==> config.mk <==
export PLATFORM = sky130hd
export DESIGN_NAME = m68k_bus_ctrl
export DESIGN_NICKNAME = d
export VERILOG_FILES = /design/src/rtl/m68k_bus_ctrl.sv
export SDC_FILE = /design/constraint.sdc
export NUM_CORES = 1
export LEC_CHECK = 0
export CAP_MARGIN = 20
export CELL_PAD_IN_SITES_DETAIL_PLACEMENT = 0
export CELL_PAD_IN_SITES_GLOBAL_PLACEMENT = 1
export CORE_MARGIN = 2
export CORE_UTILIZATION = 21
export DETAILED_ROUTE_END_ITERATION = 8
export GPL_ROUTABILITY_DRIVEN = 1
export PLACE_DENSITY = 0.85
export SLEW_MARGIN = 5
export SYNTH_ARGS = -nofsm -noshare
export SYNTH_HDL_FRONTEND = slang
export SYNTH_SLANG_ARGS = --single-unit
==> constraint.sdc <==
create_clock -name clk -period 3.4 [get_ports clk]
set_input_delay 1.02 -clock clk [delete_from_list [all_inputs] [get_ports clk]]
set_output_delay 1.02 -clock clk [all_outputs]
set_load 0.02 [all_outputs]
==> src/rtl/m68k_bus_ctrl.sv <==
// m68k_bus_ctrl: 68000 bus controller for fx68k.
// It generates the Phi1/Phi2 enables and decodes the address into regions.
// It counts per-region wait states and stretches on external ready.
// It drives DTACKn or BERRn, muxes the read data and issues select and write strobes.
module m68k_bus_ctrl #(
  parameter int unsigned c_slowdown     = 0,
  parameter int unsigned c_regions      = 4,
  parameter int unsigned c_dec_lo       = 15,
  parameter int unsigned c_dec_hi       = 17,
  parameter logic [31:0] c_wait         = 32'h0000_0000,
  parameter int unsigned c_berr_timeout = 0
) (
  input  logic                    clk,
  input  logic                    reset_n,
  output logic                    phi1,
  output logic                    phi2,
  input  logic                    cpu_as_n,
  input  logic                    cpu_uds_n,
  input  logic                    cpu_lds_n,
  input  logic                    cpu_rw,
  input  logic [23:1]             cpu_a,
  output logic [15:0]             cpu_din,
  output logic                    dtack_n,
  output logic                    berr_n,
  input  logic [16*c_regions-1:0] region_din,
  input  logic [c_regions-1:0]    region_ready,
  output logic [c_regions-1:0]    sel,
  output logic [c_regions-1:0]    we,
  output logic                    ub,
  output logic                    lb
);

  localparam int unsigned c_rw = (c_regions > 1) ? $clog2(c_regions) : 1;
  localparam int unsigned c_fw = c_dec_hi - c_dec_lo + 1;
  localparam int unsigned c_cw = (c_slowdown > 0) ? c_slowdown : 1;

  typedef enum logic [1:0] {S_IDLE, S_WAIT, S_ACK, S_BERR} state_t;

  state_t                 r_state;
  state_t                 w_state_next;
  logic                   r_phi1;
  logic                   r_phi2;
  logic [c_rw-1:0]        r_region;
  logic                   r_rw;
  logic [3:0]             r_wcnt;
  logic [31:0]            r_tcnt;
  logic [c_regions-1:0]   r_we;
  logic                   r_ub;
  logic                   r_lb;
  logic [c_fw-1:0]        w_field;
  logic [c_rw-1:0]        w_region;
  logic [3:0]             w_wait_load;
  logic [c_regions-1:0]   w_onehot;
  logic                   w_ready;
  logic [15:0]            w_din;
  logic                   w_accept;
  logic                   w_ack_entry;
  logic                   w_unused_addr;

  // Address bits outside the region field are decoded elsewhere in the system.
  assign w_unused_addr = &{1'b0, cpu_a};

  // Enable generator: plain toggle at full speed, otherwise a free-running divider.
  generate
    if (c_slowdown == 0) begin : g_fast
      // Phi1 toggles every clk; phi2 trails it by one clk.
      always_ff @(posedge clk) begin
        // NOTE: sequential state uses <= so every register samples pre-edge values.
        if (!reset_n) begin
          r_phi1 <= 1'b0;
          r_phi2 <= 1'b0;
        end else begin
          r_phi1 <= ~r_phi1;
          r_phi2 <= r_phi1;
        end
      end
    end else begin : g_div
      localparam logic [c_cw-1:0] c_half = c_cw'(1 << (c_cw - 1));
      logic [c_cw-1:0] r_cnt;
      // Divider: phi1 at count 0, phi2 half a period later.
      always_ff @(posedge clk) begin
        if (!reset_n) begin
          r_cnt  <= '0;
          r_phi1 <= 1'b0;
          r_phi2 <= 1'b0;
        end else begin
          r_cnt  <= r_cnt + c_cw'(1);
          r_phi1 <= (r_cnt == '0);
          r_phi2 <= (r_cnt == c_half);
        end
      end
    end
  endgenerate

  assign phi1 = r_phi1;
  assign phi2 = r_phi2;

  // Region decode: field values past the last region all map to the last region.
  assign w_field = cpu_a[c_dec_hi:c_dec_lo];
  always_comb begin
    // NOTE: every always_comb output gets a default first so no latch is inferred.
    w_region    = c_rw'(w_field);
    w_wait_load = 4'd0;
    if (32'(w_field) >= c_regions - 1) w_region = c_rw'(c_regions - 1);
    for (int i = 0; i < c_regions; i++)
      if (w_region == c_rw'(i)) w_wait_load = c_wait[4*i +: 4];
  end

  // Latched-region one-hot plus its ready bit and read data.
  always_comb begin
    w_onehot = '0;
    w_ready  = 1'b0;
    w_din    = 16'h0000;
    for (int i = 0; i < c_regions; i++) begin
      w_onehot[i] = (r_region == c_rw'(i));
      if (w_onehot[i]) begin
        w_ready = region_ready[i];
        w_din   = region_din[16*i +: 16];
      end
    end
  end

  // Next-state logic: ACK beats timeout when both land on the same phi2.
  always_comb begin
    w_state_next = r_state;
    w_accept     = 1'b0;
    w_ack_entry  = 1'b0;
    unique case (r_state)
      S_IDLE: if (!cpu_as_n) begin
        w_state_next = S_WAIT;
        w_accept     = 1'b1;
      end
      S_WAIT: begin
        if (cpu_as_n) begin
          w_state_next = S_IDLE;
        end else if (r_phi2) begin
          if (r_wcnt == 4'd0 && w_ready) begin
            w_state_next = S_ACK;
            w_ack_entry  = 1'b1;
          end else if (c_berr_timeout != 0 && r_tcnt + 32'd1 == c_berr_timeout) begin
            w_state_next = S_BERR;
          end
        end
      end
      S_ACK, S_BERR: if (cpu_as_n) w_state_next = S_IDLE;
      default: w_state_next = S_IDLE;
    endcase
  end

  // Cycle registers: latch on accept, count on phi2 in WAIT, capture strobes on ACK entry.
  always_ff @(posedge clk) begin
    if (!reset_n) begin
      r_state  <= S_IDLE;
      r_region <= '0;
      r_rw     <= 1'b1;
      r_wcnt   <= 4'd0;
      r_tcnt   <= 32'd0;
      r_we     <= '0;
      r_ub     <= 1'b0;
      r_lb     <= 1'b0;
    end else begin
      r_state <= w_state_next;
      r_we    <= '0;
      if (w_accept) begin
        r_region <= w_region;
        r_rw     <= cpu_rw;
        r_wcnt   <= w_wait_load;
        r_tcnt   <= 32'd0;
      end
      if (r_state == S_WAIT && r_phi2) begin
        if (r_wcnt != 4'd0) r_wcnt <= r_wcnt - 4'd1;
        r_tcnt <= r_tcnt + 32'd1;
      end
      if (w_ack_entry) begin
        r_ub <= ~cpu_uds_n;
        r_lb <= ~cpu_lds_n;
        if (!r_rw) r_we <= w_onehot;
      end
    end
  end

  assign sel     = (r_state != S_IDLE) ? w_onehot : '0;
  assign we      = r_we;
  assign ub      = r_ub;
  assign lb      = r_lb;
  assign dtack_n = (r_state != S_ACK);
  assign berr_n  = (r_state != S_BERR);
  assign cpu_din = (r_state != S_IDLE) ? w_din : 16'hFFFF;

endmodule

### Word level (Yosys, flattened, before mapping)

Index checks and enable logic that the tools add are counted.

* word-level logic and storage cells: 64
* input port bits: 97
* register bits after elaboration: 17

* mux-type cells: 26
* equality and inequality tests: 12
* magnitude comparators: 1
* bitwise logic cells: 5
* add/sub/neg operators: 1
* reduce and logical (&&, ||, !) cells: 10

Operators by type and width (number)
* $mux 16: 5
* $mux 4: 4
* $mux 2: 6
* $mux 1: 10
* $eq 2x2->1 const B: 4
* $ne 2x2->1 const B: 4
* $ne 3x3->1 const B: 2
* $pmux 2 s3: 1
* $not 1->1: 5
* $eq 2x1->1 const B: 2
* $logic_not 2->1: 2
* $logic_not 4->1: 1
* $reduce_and 4->1: 1
* $reduce_bool 4->1: 1
* $sub 4x1->4 const B: 1
* $ge 3x2->1 const B: 1
* $reduce_or 3->1: 1
* $logic_and 1x1->1: 2
* $reduce_bool 2->1: 1
* $reduce_or 2->1: 1

### Logic depth before layout (Yosys ltp)

Gate-level depths: netlist of the first run.

* depth in word-level cells: 12
* mapped depth: 6
* gate-level depth less buffers: 6

### Worst setup path after synthesis of the first run

No wires, ideal clock.

* path kind: input -> output
* start: input port region_din[63]
* end: output port cpu_din[15]
* stages on the path: 2
* arrival: 1.788 ns
* path slack: 0.592 ns
* data required time: 2.380 ns
* buffers on the path: 0
* path through: mux4_2 or2_2

* cells in the longest elaborated chain, start to end: 2

RTL lines
* start, declared: line 25 `input logic [16*c_regions-1:0] region_din,`
* $mux 16: line 116 `if (w_onehot[i]) begin`
* $mux 16: line 188 `assign cpu_din = (r_state != S_IDLE) ? w_din : 16'hFFFF;`
* end, declared: line 22 `output logic [15:0] cpu_din,`

Every way passes these cells.

### Worst setup path after layout of the first run

* start: input port region_din[60]
* end: output port cpu_din[12]

The elaborated chain is that of the path after synthesis.

==> run summary, run 1 <==
Yosys cell types -> 34
post-CTS setup buffer count -> 0
max_slew headroom -> 60.6%
DR DRC count -> 0
FMAX -> 296 MHz
Antenna Cells -> 0
setup TNS -> 0 ns
initial drt markers -> 27
Post-DRT Antenna Nets -> 0
Core ar. -> 5820 µm²
VDD IR-drop max -> 0.000205 V
largest stage delay on the critical path -> 0.47 ns
peak fanout along the critical path -> 1
fin. max-slew vios -> 0
Synth area leaders -> mux4_2, dfxtp_1, or2_1
Seq/Total Area, Yosys -> 27.4%
Detail Placement HPWL -> 3.54 mm
Post-Layout Cell Count -> 301
Layout Nets -> 325
Cell Area, Synth -> 1240 µm²
Layout fillers -> 589
RSZ-0062 raised after global routing -> false
ordered cell list for the critical path -> clkdlybuf4s50_1 > mux4_2 > or2_1 > clkdlybuf4s15_2
pwr dens -> 248 nW/µm²
Async SR Flop Fraction -> 0%
largest net degree at the start of global routing -> 24
Placed Cells -> 297
Worst Path Required -> 2.38 ns
fin crit share -> 99.3%
multi-input logic area -> 850 µm²
layout cells sized above 1 -> 19.0%
H-tree Lvls -> 1
Post-synth top cells -> dfxtp_1, mux4_2, or2_1
Sequential Power Share -> 35.4%
final wirelength -> 4.34 mm
Tightest Pin Transition -> 0.587 ns
Worst Path Arrival -> 2.35 ns
I/O Buffers -> 106
first-pass GRT wire length -> 6.32 mm
switching part of the total power -> 25.8%
net switching power -> 152 µW
combinational power share -> 39.2%
most numerous cell in the Yosys netlist -> dfxtp_1
Primary FF master, synth -> dfxtp_1
final hold violations -> 0
routability cong. -> 0.802
initial antenna violation count -> 0
total gr overflow -> 0
TritonCTS clock tree -> built
number of flops mapped to enable cells by yosys -> 0
Leak -> 0.860 nW
CTS Hold Buffers Added -> 0
outcome -> completed
Initial Util -> 21.3%
syn nets -> 219
chip width -> 80.9 µm
mean area per synthesized cell -> 10.3 µm²
Critical Path End Type -> primary output
CTS max path bufs -> 2
Layout area overhead -> 91.8%
crit path kind -> in2out
Min-Delay Path Class -> reg2reg
skew final -> 0.00261 ns
register area -> 340 µm²
Tmin final -> 3.37 ns
number of global-route vias before repair -> 1364
clock share of power -> 25.3%
WHS -> 0.434 ns
Clock Latency Late Sink -> 0.25 ns
startpoint types -> primary input
# IOs -> 127
Synth top area share -> 29.0%
die area -> 6540 µm²
slowest CP cell -> mux4_2
chip height -> 80.9 µm
Synth Register Bits -> 17
Reg clk slew, reported paths -> 0.06 ns
via count -> 1331
Synth Instances -> 121
# clock sinks -> 17
WL/cell -> 14.4 µm
drt first pass iters -> 4
GRT Total Usage -> 12.4%
Max-cap violations -> 0
CTS root buf -> clkbuf_8
YS warnings -> 0
overall power -> 590 µW
vias per inst -> 4.42
CTS buffer count -> 3
Setup Viol. Count Final -> 0
cell-internal power -> 438 µW
Synth area leader -> mux4_2
standard-cell row count -> 28
## what timing repair did
item | CTS | global route
setup endpoints to repair | 16 | 10
cloned | 0 | 0
gates resized for setup | 43 | 10
## cells by family (layout without fill, tap and decap cells)
family                   count (synthesis)  in the layout  synth area share, %
AND/OR/NAND/NOR                         61             61                 26.8
multiplexers                            20             20                 32.4
flip-flops                              17             17                 27.4
AO/OA/AOI/OAI                           11             11                 8.27
buffers and inverters                   11            116                 4.13
adder cells (fa/ha/maj)                  1              1                 1.01
## metrics by stage
| stage | util, % | setup WS [ns] | instance area [µm²] |
|---|---|---|---|
| final | 40.9 | 0.0252 | 2380 |
| after global routing | 40.9 | 0.00469 | 2380 |
| after CTS | 41.9 | 0.00363 | 2430 |
| after detailed placement | 41.1 | -0.301 | 2390 |
| after global placement | 41.0 | -0.301 | 2380 |
| after floorplan | - | 0.592 | 1240 |
## worst paths after layout
check,slack (ns),to,cells past startpoint,from
worst max-delay path,0.03,cpu_din[12],4,region_din[60]
worst max register to register,1.74,lb$_SDFFE_PN0P_,5,r_region[1]$_SDFFE_PN0P_
worst min register to register,0.43,phi1$_SDFF_PN0_,1,phi1$_SDFF_PN0_
worst min-delay path,0.43,phi1$_SDFF_PN0_,1,phi1$_SDFF_PN0_
## cells in the final DEF (no fill, tap or decap), drive strengths merged, types with 2 or more instances in the layout
cell	Yosys	layout
nor3b	2	2
nor2	13	13
mux2i	3	3
clkdlybuf4s50	0	90
nand3	2	2
nor3	5	5
or2	16	16
nor2b	3	3
a21oi	2	2
clkbuf	3	11
o21a	2	2
dfxtp	17	17
and3	3	3
clkdlybuf4s15	0	4
buf	5	8
mux4	16	16
inv	3	3
nand2b	6	6
nand2	6	6
## metal layers
| layer | part of all wire, % | GRT usage [%] |
|---|---|---|
| met4 | 0.48 | 2.54 |
| met5 | 0 | 0 |
| met1 | 36 | 12.4 |
| met3 | 14 | 4.44 |
| met2 | 49 | 24.5 |
## power groups by stage
stage	registers (mW)	clock network (mW)	logic, mW
after floorplan	0.215	0	0.105
after global placement	0.214	0	0.239
after detailed placement	0.214	0	0.244
after CTS	0.209	0.154	0.239
after global routing	0.210	0.159	0.249
final	0.209	0.149	0.231
## state kept, by name, summed over array words and instances (netlist names)
signal,count
phi2,1
lb,1
r_wcnt,4
phi1,1
r_region,2
r_rw,1
r_state,2
ub,1
we,4
## layout make-up
| class | instances | area share (%) |
|---|---|---|
| Clock buffer | 4 | 1.89 |
| Inverter | 3 | 0.473 |
| Multi-Input combinational cell | 93 | 35.7 |
| Sequential cell | 17 | 14.3 |
| Tap cell | 75 | 3.94 |
| Timing Repair Buffer | 109 | 43.7 |
## worst max-delay path: cells and delay by family
family / cells / cell delay (ns)
buffers and inverters: 2 / 0.66
muxes: 1 / 0.47
and+or+nand+nor: 1 / 0.21
Note: power is estimated with default switching activity, not from simulation.
==> run 2, diff against run 1 <==
clock period = 4.24 ns   (was 3.4 ns; I/O delays follow)
==> run 2 against run 1 <==
Against the previous run: global-route usage decreased by 0.15 points; clock-buffer cell count unchanged; via count increased by 0.75%; power shrank 19%; sequential share of layout area is 0.27 points lower; cell count unchanged; critical path depth unchanged; combinational power fell by 19%; sequential cell count unchanged; register-to-register slack gained 0.40 ns; sequential power down 18%; clock power is 20% lower; critical path type unchanged.
==> run summary, run 2 (synthesized netlist as in run 1, its figures left out) <==
initial antenna violation count -> 0
Post-DRT Antenna Nets -> 0
gr busiest metal -> met2
overall power -> 476 µW
worst r2r path cells -> 5
routability cong. -> 0.735
final wirelength -> 4.26 mm
fin. max-slew vios -> 0
skew final -> 0.00539 ns
fin crit share -> 98.4%
DR DRC count -> 0
CTS root buf -> clkbuf_8
GRT met3 Usage -> 3.56%
# clock sinks -> 17
Layout area overhead -> 95.5%
startpoint types -> primary input
most common cell after layout, fill and taps aside -> clkdlybuf4s50_1
CTS buffer count -> 3
Max-cap violations -> 0
setup TNS -> 0 ns
largest net degree at the start of global routing -> 24
reg-to-reg endpoint -> lb$_SDFFE_PN0P_
multi-input logic area -> 850 µm²
# IOs -> 127
standard-cell row count -> 28
Reg clk slew, reported paths -> 0.07 ns
commonest non-fill, non-tap cells in the layout -> clkdlybuf4s50_1, dfxtp_1, mux4_2
Hold Path Sink -> phi1$_SDFF_PN0_
H-tree Lvls -> 1
Layout fillers -> 585
Worst Path Required -> 2.97 ns
Tightest Pin Transition -> 0.755 ns
Core ar. -> 5820 µm²
vias per inst -> 4.46
initial drt markers -> 13
post-CTS setup buffer count -> 0
Critical Path End Type -> primary output
Initial Util -> 21.3%
outcome -> completed
Tmin final -> 4.17 ns
CTS Hold Buffers Added -> 0
Min-Delay Path Class -> reg2reg
die area -> 6540 µm²
Layout Nets -> 325
Clock Latency Late Sink -> 0.25 ns
register area -> 340 µm²
Worst Path Arrival -> 2.90 ns
first-pass GRT wire length -> 6.39 mm
TritonCTS clock tree -> built
RSZ-0062 raised after global routing -> false
Detail Placement HPWL -> 3.44 mm
chip width -> 80.9 µm
final hold violations -> 0
FF-to-FF Start -> r_region[1]$_SDFFE_PN0P_
Antenna Cells -> 0
I/O Buffers -> 106
Min-Delay Startpoint -> phi1$_SDFF_PN0_
max_slew headroom -> 49.6%
VDD IR-drop max -> 0.000125 V
GRT Total Usage -> 12.3%
pwr dens -> 196 nW/µm²
FMAX -> 240 MHz
drt first pass iters -> 4
layout cells sized above 1 -> 11.9%
via count -> 1341
Worst R2R Setup Slack -> 2.14 ns
Setup Viol. Count Final -> 0
Leak -> 0.865 nW
routing usage on met2 -> 23.2%
grt met1 use -> 13.9%
CTS max path bufs -> 2
number of global-route vias before repair -> 1348
WL/cell -> 14.2 µm
# resized after CTS -> 0
total gr overflow -> 0
peak fanout along the critical path -> 1
chip height -> 80.9 µm
Hold Crit Depth -> 1
crit path kind -> in2out
run 2: per-stage QoR:
| step | area [µm²] | cells | setup WS (ns) | hold WS [ns] | util, % |
|---|---|---|---|---|---|
| floorplan | 1240 | 121 | 0.928 | 0.441 | - |
| global placement | 2370 | 296 | 0.0338 | 0.421 | 40.8 |
| detailed placement | 2370 | 296 | 0.0180 | 0.427 | 40.8 |
| CTS | 2420 | 300 | 0.0180 | 0.442 | 41.5 |
| global route | 2430 | 301 | 0.0165 | 0.476 | 41.7 |
| finish | 2430 | 301 | 0.0668 | 0.441 | 41.7 |
run 2: worst max-delay path by stage:
| stage | from | endpoint | slack, ns | depth (start not counted) |
|---|---|---|---|---|
| after global placement | region_din[63] | cpu_din[15] | 0.03 | 4 |
| after global routing | region_din[46] | cpu_din[14] | 0.02 | 4 |
| after floorplan | region_din[63] | cpu_din[15] | 0.93 | 2 |
| after detailed placement | region_din[63] | cpu_din[15] | 0.02 | 4 |
| final | region_din[61] | cpu_din[13] | 0.07 | 4 |
| after CTS | region_din[63] | cpu_din[15] | 0.02 | 4 |
run 2: per-layer routing:
metal | wire (µm) | part of all wire [%]
met2 | 2060 | 48
met1 | 1720 | 40
met4 | 0 | 0
met5 | 0 | 0
met3 | 482 | 11
run 2: area by class of cell:
type / instances / area share [%]
timing repair buffer: 109 / 44.8
inverter: 3 / 0.464
clock buffer: 4 / 1.86
sequential: 17 / 14.0
multi-input combinational: 93 / 35.0
tap: 75 / 3.87
run 2: where the power goes:
part	internal (mW)	switching [mW]
clock network	0.0665	0.0521
logic	0.126	0.0600
registers	0.164	0.00724
total	0.357	0.119
run 2: worst max-delay path: stages:
cell,delay [ns]
clkdlybuf4s50_1,0.41
mux4_2,0.46
or2_1,0.22
clkdlybuf4s50_1,0.53
